===== src/rtl/uart_pkg.sv =====
// uart_pkg: frame constants, parity sense and config types shared by the UART transmitter and receiver
package uart_pkg;
  localparam int FRAME_BITS = 11;
  localparam int BAUD_W_DEF = 20;
  typedef enum logic {EVEN = 1'b0, ODD = 1'b1} parity_e;
  typedef enum logic {IDLE = 1'b0, SEND = 1'b1} tx_state_e;
  typedef struct packed {
    logic [7:0] data;
    logic       eight;
    logic       pen;
    parity_e    ohel;
  } tx_cfg_t;
  function automatic logic parity(input logic [7:0] d, input logic eight, input parity_e sense);
    return (^(eight ? d : {1'b0, d[6:0]})) ^ (sense == ODD);
  endfunction
endpackage


===== src/rtl/tx_bit_timer.sv =====
// tx_bit_timer: counts 0..baud while enabled and pulses btu on the last count of each bit period
module tx_bit_timer #(
  parameter int BAUD_W = uart_pkg::BAUD_W_DEF
) (
  input  logic              clk,
  input  logic              reset,
  input  logic              enable,
  input  logic [BAUD_W-1:0] baud,
  output logic              btu
);
  logic [BAUD_W-1:0] cnt_q, cnt_d;
  assign btu   = enable && (cnt_q == baud);
  assign cnt_d = (!enable || btu) ? '0 : cnt_q + 1'b1;
  // bit-time counter, held at zero while disabled so each frame starts a full period
  always_ff @(posedge clk or posedge reset)
    if (reset) cnt_q <= '0;
    else       cnt_q <= cnt_d;
endmodule


===== src/rtl/tx_engine.sv =====
// tx_engine: UART transmitter producing 11-bit frames (start, 7/8 data, optional parity, stop)
module tx_engine import uart_pkg::*; #(
  parameter int BAUD_W = BAUD_W_DEF
) (
  input  logic              clk,
  input  logic              reset,
  input  logic              load,
  input  logic [7:0]        data,
  input  logic              eight,
  input  logic              pen,
  input  logic              ohel,
  input  logic [BAUD_W-1:0] baud,
  output logic              tx,
  output logic              tx_rdy
);
  tx_state_e             state_q, state_d;
  logic [FRAME_BITS-1:0] sr_q, sr_d;
  logic [3:0]            bit_cnt_q, bit_cnt_d;
  tx_cfg_t               cfg_q, cfg_d;
  logic [BAUD_W-1:0]     baud_q, baud_d;
  logic                  btu, par, slot7, slot8;

  tx_bit_timer #(.BAUD_W(BAUD_W)) u_timer (
    .clk   (clk),
    .reset (reset),
    .enable(state_q == SEND),
    .baud  (baud_q),
    .btu   (btu)
  );

  assign par    = parity(cfg_q.data, cfg_q.eight, cfg_q.ohel);
  assign slot7  = cfg_q.eight ? cfg_q.data[7] : (cfg_q.pen ? par : 1'b1);
  assign slot8  = (cfg_q.eight && cfg_q.pen) ? par : 1'b1;
  assign tx     = sr_q[0];
  assign tx_rdy = (state_q == IDLE);

  // accept a frame when idle; slots 7/8 come from the latched config and are spliced in on the first shift
  always_comb begin
    state_d   = state_q;
    sr_d      = sr_q;
    bit_cnt_d = bit_cnt_q;
    cfg_d     = cfg_q;
    baud_d    = baud_q;
    if (state_q == IDLE && load) begin
      state_d   = SEND;
      sr_d      = {3'b111, data[6:0], 1'b0};
      bit_cnt_d = '0;
      cfg_d     = '{data: data, eight: eight, pen: pen, ohel: parity_e'(ohel)};
      baud_d    = baud;
    end else if (state_q == SEND && btu) begin
      if (bit_cnt_q == 4'(FRAME_BITS - 1)) begin
        state_d   = IDLE;
        sr_d      = '1;
        bit_cnt_d = '0;
      end else begin
        sr_d      = {1'b1, sr_q[FRAME_BITS-1:1]};
        if (bit_cnt_q == 4'd0) sr_d[8:7] = {slot8, slot7};
        bit_cnt_d = bit_cnt_q + 4'd1;
      end
    end
  end

  // frame state, shift register and latched config
  always_ff @(posedge clk or posedge reset)
    if (reset) begin
      state_q   <= IDLE;
      sr_q      <= '1;
      bit_cnt_q <= '0;
      cfg_q     <= '0;
      baud_q    <= '0;
    end else begin
      state_q   <= state_d;
      sr_q      <= sr_d;
      bit_cnt_q <= bit_cnt_d;
      cfg_q     <= cfg_d;
      baud_q    <= baud_d;
    end
endmodule


===== config.mk =====
export PLATFORM = sky130hd
export DESIGN_NAME = tx_engine
export DESIGN_NICKNAME = d
export VERILOG_FILES = /design/src/rtl/uart_pkg.sv /design/src/rtl/tx_bit_timer.sv /design/src/rtl/tx_engine.sv
export SDC_FILE = /design/constraint.sdc
export NUM_CORES = 1
export LEC_CHECK = 0
export BUFFER_PORTS_ARGS = -buffer_cell sky130_fd_sc_hd__buf_2
export CAP_MARGIN = 10
export CORE_MARGIN = 2
export CORE_UTILIZATION = 33
export CTS_CLUSTER_SIZE = 12
export DETAILED_ROUTE_END_ITERATION = 16
export GPL_TIMING_DRIVEN = 1
export MAX_ROUTING_LAYER = met4
export PLACE_DENSITY_LB_ADDON = 0.08
export SETUP_SLACK_MARGIN = 0.05
export SLEW_MARGIN = 20
export SYNTH_ARGS = -nofsm -noshare
export SYNTH_HDL_FRONTEND = slang
export SYNTH_SLANG_ARGS = --single-unit

===== constraint.sdc =====
create_clock -name clk -period 1.9 [get_ports clk]
set_input_delay 0.38 -clock clk [delete_from_list [all_inputs] [get_ports clk]]
set_output_delay 0.38 -clock clk [all_outputs]
set_load 0.1 [all_outputs]

After elaboration in Yosys (flattened, before gate mapping)
Cells that the tools add are included.
Operators by class
  add/subtract/negate cells: 2
  $mul: 0
  div/mod/pow operators: 0
  $lt $le $gt $ge: 0
  equality and inequality tests: 2
  shift operators: 0
  multiplexer cells: 15
  bitwise operators: 2
  reductions and logical operators: 11
Operators by type and width (count)
  $mux 11: 2
  $add 20x1->20 const B: 1
  $eq 20x20->1: 1
  $mux 20: 1
  $mux 4: 3
  $mux 10: 1
  $mux 8: 1
  $reduce_xor 8->1: 1
  $mux 1: 6
  $add 4x1->4 const B: 1
  $eq 4x4->1 const B: 1
  $logic_and 1x1->1: 4
  $logic_not 4->1: 1
  $reduce_bool 2->1: 2
  $mux 2: 1
  $reduce_and 2->1: 1
  $logic_not 1->1: 1
  $logic_or 1x1->1: 1
  $not 1->1: 1
  $xor 1x1->1: 1
Word-level totals
  register bits after elaboration: 67
  latch bits: 0
  memory bits (writable): 0
  bits in read-only memories: 0
  input port bits: 34
  output and inout port bits: 2
  logic and storage cells: 41
  memories: 0

Logic depth before layout (Yosys ltp)
Gate-level depths: netlist of run 1.
  depth after elaboration: 9
  gate-level depth with buffers: 8
  mapped depth without buffers: 6

Hierarchy
Synthesis of run 1 repeated with hierarchy kept, for this count alone.
Second synthesis, totals
  cell total of the unflattened synthesis: 347
  area total of the unflattened synthesis: 3210.6 um^2
Modules (own cells, without submodules)
  tx_engine: instances 1, cells an instance 221, area an instance 1985.7 um^2, sequential area each 1137.3 um^2
  tx_bit_timer: instances 1, cells an instance 126, area an instance 1224.9 um^2, sequential area each 500.5 um^2

Least setup slack after synthesis of run 1
Ideal clock, no wire load.
  kind: register -> register
  start: register state_q
  end: register bit_cnt_q[3]
  setup time: 0.096 ns
  arrival time: 1.897 ns
  slack: -0.092 ns
  cell stages (with the launch flop): 6
  buffers on the path: 1
  cell sequence: dfrtp_1 -> buf_2 -> inv_1 -> or3_1 -> o31a_1 -> a311oi_2
On the way
  word-level cells in the longest chain between the ends: 3
Ends and longest elaborated chain
  from (decl): line tx_engine.sv:16  | tx_state_e state_q, state_d;
  from (signal assigned): line tx_engine.sv:72  | state_q <= state_d;
  $not 1->1 *
  via tx_rdy: line tx_engine.sv:14  | output logic tx_rdy
  $logic_and 1x1->1 *: line tx_engine.sv:44  | if (state_q == IDLE && load) begin
  $mux 4 or $reduce_bool 2->1 (tied branches)
  to (signal assigned): line tx_engine.sv:74  | bit_cnt_q <= bit_cnt_d;
  to (decl): line tx_engine.sv:18  | logic [3:0] bit_cnt_q, bit_cnt_d;
Mark *: on every way through the listed nets, which the timed path passes. The rest lies on a longest branch.
A chain may end at the register's enable or synchronous reset.

Worst setup path after layout of run 1
  start: register u_timer.cnt_q[4]
  end: register bit_cnt_q[3]
On the way
  word-level cells in the longest chain between the ends: 4
Ends and longest elaborated chain
  from (decl): line tx_bit_timer.sv:11  | logic [BAUD_W-1:0] cnt_q, cnt_d;
  from (signal assigned): line tx_bit_timer.sv:17  | else cnt_q <= cnt_d;
  $eq 20x20->1: line tx_bit_timer.sv:12  | assign btu = enable && (cnt_q == baud);
  $logic_and 1x1->1: line tx_bit_timer.sv:12
  $logic_and 1x1->1: line tx_engine.sv:50  | end else if (state_q == SEND && btu) begin
  $reduce_bool 2->1 (no line)
No other way between the ends.

==> key figures, run 1 <==
Run status
  • Status: finished, final reports clean

Logic synthesis
  • Leading area contributor after synthesis: dfrtp_1
  • Top post-synthesis cells by count: nand2_1, dfrtp_1, nor2_1, xnor2_1, xor2_1
  • Post-Syn Instances: 345
  • Post-synthesis sequential area ratio: 0.5060
  • Seq cells post-synth: 65
  • Number of synthesized flops with an enable pin: 0
  • Distinct cells, synth: 36
  • Ys flop type: dfrtp_1
  • Netlist area before placement: 3237 sq um
  • Synth area leaders: dfrtp_1, nand2_1, dfstp_2
  • Asr flop ratio synth: 1.000
  • Avg Cell Area, Syn: 9.382 sq um
  • Synth top area share: 0.4329
  • Synthesized net count: 383
  • Count leader, synth: nand2_1
  • Yosys warns: 0

Global routing
  • Final global-route overflow total: 0
  • Largest net degree at the start of global routing: 66
  • Antenna violations before repair: 0
  • All-Layer GR Usage: 0.1568
  • Via count of the first global-routing pass: 2449
  • First-pass GRT wire length: 12120 um

Placed design
  • Final Wtd Congestion: 0.7451
  • Placed insts: 515
  • Port Buffer Count: 35
  • Area after DPL: 3655 sq um
  • Worst slack at placement: -0.01242 ns
  • Hpwl dp: 4921 um

Clocking
  • Clock Tree Root: clkbuf_8
  • CTS Sinks: 65
  • Worst skew pair latency: 0.35 ns
  • Clock slew at reported path FFs: 0.07 ns
  • TritonCTS buffer count: 9
  • Maximum clock path buffer count: 2
  • Max H-tree Level: 3
  • CTS tree: yes

STA
  • Max Clk Rate: 573.0 MHz
  • Final min period: 1.745 ns
  • Final WS setup: 0.1549 ns
  • Hold Fails Final Rpt: 0
  • Setup Viol. Count Final: 0
  • Slew HR: 0.6788
  • Pins Over Slew Limit: 0
  • Final Skew: 0.008775 ns
  • RSZ-0062 raised after global routing: yes
  • Worst-margin pin slew: 0.4851 ns
  • Period utilization: 0.9185

Route
  • Wire per inst: 13.18 um
  • Detailed-route via count: 2428
  • DRT iter0 DRCs: 40
  • DRC viols: 0
  • Via density: 4.513
  • Wirelength, routed: 7090 um
  • DRT Pass-1 Iters: 4
  • ANT nets after route: 0

Die
  • Die width: 103.0 um
  • DIE HEIGHT: 103.0 um
  • Rows: 36
  • Initial Utilization: 0.3358
  • Die area: 10620 sq um
  • Core area: 9639 sq um
  • Ports: 36

Critical path
  • Worst R2R Start: u_timer.cnt_q[4]
  • Crit. End Element: flop
  • R2r setup slk: 0.15 ns
  • FF-to-FF End: bit_cnt_q[3]
  • Worst EP required: 2.16 ns
  • Critical Path AT: 2.00 ns
  • Worst Reg-to-Reg Cells: 5
  • CP Class: reg -> reg
  • Crit path launch type: flop
  • CP Max Fanout: 3

Power
  • PnR Total Power: 3.320 mW
  • Pleak: 1.918 nW
  • VDD IR max: 0.2728 mV
  • PD cells: 846.0 nW/um^2

Cells and area
  • Fin cells: 538
  • Total Nets Final: 438
  • Ant diodes: 0
  • Fill count: 1021
  • Multi-input gate area: 1508 sq um
  • Layout cells sized above 1: 0.2494
  • Syn-to-layout area delta: 21.26%
  • Cell area after layout: 3925 sq um
  • Register area: 1643 sq um
  • Core Util, Final: 0.4072

Hold path
  • Hold Path Class: in -> async

Run
  • Total of max-cap violations: 0
## cell families (layout without fill, tap and decap cells)
logic type,Yosys count,after routing,share of synthesized area
AOI/OAI and AO/OA,22,22,0.05335
muxes,4,4,0.01237
buffers and inverters,24,84,0.04252
DFF,65,65,0.5060
and+or+nand+nor,180,180,0.2412
adders and majority gates,4,4,0.01546
xor gates and xnor gates,46,46,0.1291
## state kept, by name, indices dropped and copies added (netlist names)
name and count:
u_timer.cnt_q 20, bit_cnt_q 4, state_q 1, sr_q 9
cfg_q 11, baud_q 20
## metrics by stage
step / setup TNS, ns / hold WS (ns)
6_report: 0 / 0.1071
5_1_grt: 0 / 0.1284
4_1_cts: 0 / 0.1312
3_5_place_dp: -0.01242 / 0.4723
3_3_place_gp: 0 / 0.4666
2_1_floorplan: -0.2079 / 0.4608
## cell usage in the layout, fill, tap and decap left out, types with 3 or more instances in the layout
| cell type | Yosys | final |
|---|---|---|
| and3_1 | 5 | 4 |
| buf_12 | 0 | 3 |
| buf_2 | 2 | 35 |
| buf_4 | 0 | 21 |
| clkbuf_8 | 0 | 11 |
| clkinv_2 | 0 | 3 |
| dfrtp_1 | 56 | 52 |
| dfrtp_2 | 0 | 4 |
| dfstp_2 | 9 | 9 |
| ha_1 | 4 | 4 |
| inv_1 | 9 | 7 |
| mux2i_1 | 4 | 4 |
| nand2_1 | 108 | 108 |
| nand2b_1 | 3 | 3 |
| nand3_1 | 10 | 10 |
| nand4_1 | 7 | 7 |
| nor2_1 | 28 | 28 |
| nor3_1 | 5 | 4 |
| o2111ai_1 | 6 | 6 |
| o211ai_1 | 7 | 7 |
| xnor2_1 | 24 | 21 |
| xnor2_2 | 0 | 3 |
| xor2_1 | 21 | 21 |
## final cells by class
cell class,count,share of cell area
timing repair buffer,59,0.1001
inverter,9,0.01052
tap,133,0.04240
multi-input combinational,256,0.3841
sequential,65,0.4186
clock buffer,13,0.04048
clock inverter,3,0.003825
## power by group
part           switching [mW]  internal, mW  total, mW
Sequential              0.120          1.53       1.65
Clock                   0.546         0.540       1.09
Combinational           0.298         0.291      0.589
## worst max-delay path by stage
stage / from / slack [ns] / endpoint / cells past startpoint
after floorplan: state_q / -0.09 / bit_cnt_q[3] / 5
after global placement: u_timer.cnt_q[10] / 0.04 / bit_cnt_q[3] / 5
after global routing: u_timer.cnt_q[9] / 0.05 / sr_q[3] / 6
final: u_timer.cnt_q[4] / 0.15 / bit_cnt_q[3] / 5
after detailed placement: u_timer.cnt_q[10] / -0.01 / bit_cnt_q[3] / 5
after CTS: u_timer.cnt_q[14] / 0.05 / bit_cnt_q[3] / 5
## timing repair
item / in CTS / in global routing
pin swaps: 1 / 5
setup endpoints to repair: 7 / 30
gates resized for setup: 3 / 8
hold buffers: 0 / 0
buffers inserted: 4 / 3
## routing by layer
| layer | vias up | wire [um] | GRT usage | share of wire |
|---|---|---|---|---|
| li1 | 1233 | - | - | - |
| met4 | 0 | 120 | 0.06680 | 0.017 |
| met1 | 1161 | 3398 | 0.2000 | 0.48 |
| met5 | - | 0 | - | 0 |
| met3 | 11 | 185 | 0.03525 | 0.026 |
| met2 | 23 | 3386 | 0.2403 | 0.48 |
## critical path, stage by stage (launching register included)
cell	delay, ns
dfrtp_1	0.42
xor2_1	0.17
nor4_1	0.33
nand3_1	0.17
o31a_1	0.34
a311oi_2	0.22
Power figures use the tool's default switching activity.
==> inputs of run 2 (changes only) <==
--- a/config.mk
+++ b/config.mk
@@ -8,7 +8,7 @@
 export BUFFER_PORTS_ARGS = -buffer_cell sky130_fd_sc_hd__buf_2
 export CAP_MARGIN = 10
 export CORE_MARGIN = 2
-export CORE_UTILIZATION = 33
+export CORE_UTILIZATION = 30
 export CTS_CLUSTER_SIZE = 12
 export DETAILED_ROUTE_END_ITERATION = 16
 export GPL_TIMING_DRIVEN = 1
==> run 2 against run 1 <==
Compared with the run above:
- clock power grew 25%
- design area grew 3.1%
- clock skew shrank 0.0034 ns
- register-to-register slack lost 0.02 ns
- maximum frequency shrank 1.3%
- combinational power grew 3.6%
==> key figures, run 2 (same netlist as run 1, synthesis figures left out) <==
Clocking
  • CTS tree: yes
  • Max H-tree Level: 3
  • TritonCTS buffer count: 9
  • CTS Sinks: 65
  • Clock Tree Root: clkbuf_8
  • Maximum clock path buffer count: 2
  • Clock slew at reported path FFs: 0.07 ns
  • Worst skew pair latency: 0.35 ns
  • CTS Hold Bufs: 0

STA
  • Period utilization: 0.9304
  • Final WS setup: 0.1322 ns
  • Setup Viol. Count Final: 0
  • RSZ-0062 raised after global routing: no
  • Final Skew: 0.005424 ns
  • Pins Over Slew Limit: 0
  • Hold Slack: 0.1044 ns
  • Worst-margin pin slew: 0.4837 ns
  • Hold Fails Final Rpt: 0
  • Max Clk Rate: 565.7 MHz
  • Slew HR: 0.6797
  • Final min period: 1.768 ns

Global routing
  • Largest net degree at the start of global routing: 66
  • Layer carrying the most global-route usage: met2
  • Final global-route overflow total: 0
  • Routing usage on met3: 0.03329
  • First-pass GRT wire length: 12790 um
  • All-Layer GR Usage: 0.1468
  • Via count of the first global-routing pass: 2528
  • GR Util met1: 0.1898
  • Met2 GRT Util: 0.2255
  • Antenna violations before repair: 0

Die
  • DIE HEIGHT: 107.9 um
  • Rows: 37
  • Die width: 107.9 um
  • Core area: 10420 sq um
  • Initial Utilization: 0.3108
  • Ports: 36
  • Die area: 11640 sq um

Cells and area
  • Total Nets Final: 446
  • Ant diodes: 0
  • Commonest cells after routing, fill and taps aside: nand2_1, dfrtp_1, buf_2, buf_4, nor2_1
  • Fill count: 1096
  • Commonest non-fill, non-tap cell in the layout: nand2_1
  • Top flop regs: baud_q: 20 flops, u_timer.cnt_q: 20 flops, cfg_q: 11 flops
  • Layout cells sized above 1: 0.2712
  • Core Util, Final: 0.3886
  • Multi-input gate area: 1509 sq um
  • Syn-to-layout area delta: 25.05%
  • Register area: 1643 sq um
  • Fin cells: 549

Run status
  • Status: finished, final reports clean

Critical path
  • Crit. End Element: flop
  • CP Max Fanout: 3
  • Worst EP required: 2.15 ns
  • CP Class: reg -> reg
  • Crit path launch type: flop
  • Critical Path AT: 2.02 ns

Placed design
  • Final Wtd Congestion: 0.7415
  • Placed insts: 527
  • Worst slack at placement: 0.01233 ns
  • Hpwl dp: 5379 um
  • Port Buffer Count: 35

Route
  • Via density: 4.506
  • ANT nets after route: 0
  • DRT iter0 DRCs: 81
  • DRT Pass-1 Iters: 4
  • DRC viols: 0
  • Detailed-route via count: 2474
  • Wire per inst: 13.85 um
  • Wirelength, routed: 7601 um

Power
  • PnR Total Power: 3.616 mW
  • Flop pwr share: 0.455
  • Net Sw Power: 0.9785 mW
  • VDD IR max: 0.4089 mV
  • Switching power share of the total: 0.2706
  • Clk network pwr share: 0.377
  • PD cells: 893.5 nW/um^2
  • Int Pwr: 2.638 mW
  • Comb power frac: 0.169
  • Pleak: 1.988 nW

Run
  • Total of max-cap violations: 0

Hold path
  • Hold Path Class: in -> async
==> run 2: final cells by class <==
type	instances	area share
Multi-Input combinational cell	256	0.3728
Clock buffer	11	0.03740
Inverter	9	0.01020
Sequential cell	65	0.4059
Clock inverter	5	0.01917
Tap cell	136	0.04204
Timing Repair Buffer	67	0.1125
==> run 2: per-layer routing <==
layer  up-vias  share of wire
li1       1257              -
met1      1172           0.48
met2        33           0.47
met3        12          0.031
met4         0          0.015
met5         -              0
==> run 2: worst paths after layout <==
kind                            startpoint               end  slack [ns]  depth (start not counted)
worst max-delay path            baud_q[13]      bit_cnt_q[3]        0.13                          5
worst min-delay path                 reset          cfg_q[6]        0.10                          3
worst max register to register  baud_q[13]      bit_cnt_q[3]        0.13                          5
worst min register to register     sr_q[0]           sr_q[0]        0.48                          2
max in group asynchronous            reset  u_timer.cnt_q[0]        1.45                          3
min in group clk                  baud[19]        baud_q[19]        0.22                          3
==> run 2: power by group through the flow <==
| stage | sequential (mW) | combinational (mW) | clock [mW] |
|---|---|---|---|
| floorplan | 1.67 | 0.370 | 0 |
| global placement | 1.67 | 0.571 | 0 |
| detailed placement | 1.67 | 0.569 | 0 |
| CTS | 1.65 | 0.587 | 1.41 |
| global route | 1.66 | 0.684 | 1.47 |
| finish | 1.64 | 0.610 | 1.36 |
==> run 2: timing repair <==
action | 4_1_cts | 5_1_grt
setup endpoints to repair | 4 | 10
pin swaps | 0 | 9
gates resized for setup | 3 | 8
endpoints found under the hold margin | 0 | 0
setup buffers | 1 | 5
==> run 2: worst max-delay path: stages (launching register included) <==
cell and delay, ns:
dfrtp_1 0.42, xnor2_2 0.19, nand4_1 0.16, or3_4 0.41
o31a_1 0.32, a311oi_2 0.18
==> run 2: metrics by stage <==
step	area [sq um]	setup TNS, ns
detailed placement	3729	0
global route	4048	0
finish	4048	0
global placement	3729	0
CTS	3986	0
floorplan	3252	-0.2079
==> inputs of run 3 (changes only) <==
==> constraint.sdc (replaced) <==
create_clock -name clk -period 1.9 [get_ports clk]
set_input_delay 0.38 -clock clk [delete_from_list [all_inputs] [get_ports clk]]
set_output_delay 0.38 -clock clk [all_outputs]
set_load 0.02 [all_outputs]
==> run 3 against run 2 <==
Compared with the run above:
- clock skew is 0.0056 ns higher
- combinational power down 4.8%
- count of clock-buffer cells in the layout is 2 higher
- setup slack got worse by 0.058 ns
- total power shrank 6.4%
- worst hold slack got worse by 0.017 ns
- sequential share of layout area up 1.1 points
- maximum frequency is 3.2% lower
- utilization decreased by 1.0 points
- critical endpoint unchanged
==> key figures, run 3 (same netlist as run 1, synthesis figures left out) <==
STA
  • Final WS setup: 0.07380 ns
  • Max Clk Rate: 547.6 MHz
  • Period utilization: 0.9612
  • Final min period: 1.826 ns
  • Setup TNS: 0 ns
  • Hold Fails Final Rpt: 0
  • Slew HR: 0.6810
  • Worst-margin pin slew: 0.4749 ns
  • RSZ-0062 raised after global routing: yes
  • Setup Viol. Count Final: 0
  • Final Skew: 0.01105 ns
  • Hold Slack: 0.08773 ns
  • Pins Over Slew Limit: 0

Global routing
  • Final global-route overflow total: 0
  • All-Layer GR Usage: 0.1445
  • First-pass GRT wire length: 12600 um
  • Via count of the first global-routing pass: 2547
  • Antenna violations before repair: 0
  • Largest net degree at the start of global routing: 41

Clocking
  • Worst skew pair latency: 0.34 ns
  • CTS Sinks: 65
  • CTS tree: yes
  • Clock slew at reported path FFs: 0.07 ns
  • TritonCTS buffer count: 9
  • Post-CTS setup buffers: 0
  • Max H-tree Level: 3
  • Maximum clock path buffer count: 2
  • Clock Tree Root: clkbuf_8

Critical path
  • Critical Path AT: 2.08 ns
  • Worst setup path startpoint: u_timer.cnt_q[10]
  • Worst EP required: 2.15 ns
  • Crit-path slowest cell: dfrtp_2
  • Crit. End Element: flop
  • Largest stage delay, worst path: 0.45 ns
  • Cell Chain, Critical Path: xnor2_1 > nand4_1 > or3_4 > o31a_1 > a311oi_2
  • Worst Reg-to-Reg Cells: 5
  • CP Max Fanout: 5
  • Worst R2R Start: u_timer.cnt_q[10]
  • CP Class: reg -> reg
  • Crit path launch type: flop

Cells and area
  • Commonest cells after routing, fill and taps aside: nand2_1, dfrtp_1, buf_2, nor2_1
  • Top flop regs: baud_q: 20 flops, u_timer.cnt_q: 20 flops, cfg_q: 11 flops
  • Layout cells sized above 1: 0.2401
  • Fin cells: 540
  • Total Nets Final: 437
  • Syn-to-layout area delta: 21.76%
  • Core Util, Final: 0.3784
  • Commonest non-fill, non-tap cell in the layout: nand2_1
  • Ant diodes: 0

Die
  • DIE HEIGHT: 107.9 um
  • Die width: 107.9 um
  • Rows: 37
  • Initial Utilization: 0.3108
  • Ports: 36
  • Die area: 11640 sq um
  • Core area: 10420 sq um

Placed design
  • Final Wtd Congestion: 0.7807
  • Worst slack at placement: 0.05250 ns
  • Port Buffer Count: 35
  • Hpwl dp: 5301 um
  • Placed insts: 524

Route
  • Via density: 4.496
  • Wirelength, routed: 7233 um
  • ANT nets after route: 0
  • Detailed-route via count: 2428
  • DRT iter0 DRCs: 130
  • DRT Pass-1 Iters: 7
  • Wire per inst: 13.39 um
  • DRC viols: 0

Power
  • Pleak: 1.942 nW
  • VDD IR max: 0.3662 mV
  • PD cells: 858.7 nW/um^2

Run
  • Total of max-cap violations: 0

Run status
  • Status: finished, final reports clean

Hold path
  • Hold Path Class: in -> async
-- run 3: path summary, 6_finish.rpt --
path                                end  slack, ns
hold reg to reg                 sr_q[0]       0.48
max in group asynchronous       sr_q[5]       1.51
setup / recovery           bit_cnt_q[3]       0.07
hold / removal                baud_q[0]       0.09
setup reg to reg           bit_cnt_q[3]       0.07
min in group clk             baud_q[13]       0.23
-- run 3: report_power, final --
group	switching, mW	internal, mW	leakage [nW]
logic	0.288	0.293	1.04
registers	0.120	1.53	0.807
clock network	0.518	0.640	0.0974
total	0.926	2.46	1.94
-- run 3: metal layers --
layer | global-route usage | up-vias | routed length, um
li1 | - | 1238 | -
met1 | 0.1817 | 1149 | 3408
met2 | 0.2291 | 31 | 3503
met3 | 0.03390 | 10 | 232
met4 | 0.04945 | 0 | 89
met5 | - | - | 0
-- run 3: critical path, delay by kind of cell, from the launching register on --
family / cells / cell delay, ns
xor+xnor: 1 / 0.17
compound gates: 2 / 0.54
simple gates: 2 / 0.58
flops: 1 / 0.45
-- run 3: layout make-up --
type	instances	area, sq um
Timing Repair Buffer	58	397.9
Clock buffer	13	148.9
Clock inverter	3	40.04
Inverter	9	37.54
Multi-Input combinational cell	256	1505
Fill cell	1083	6475
Tap cell	136	170.2
Sequential cell	65	1642
-- run 3: stage by stage --
step	cell area, sq um	power [mW]
finish	3941	3.384
global route	3941	3.609
CTS	3897	3.420
detailed placement	3707	2.234
global placement	3707	2.226
floorplan	3241	2.026
-- run 3: timing repair --
item | CTS | global route
endpoints found under the hold margin | 0 | 0
hold buffers | 0 | 0
resized for setup | 1 | 9
pin swaps | 1 | 3
endpoints found under the setup margin | 1 | 30
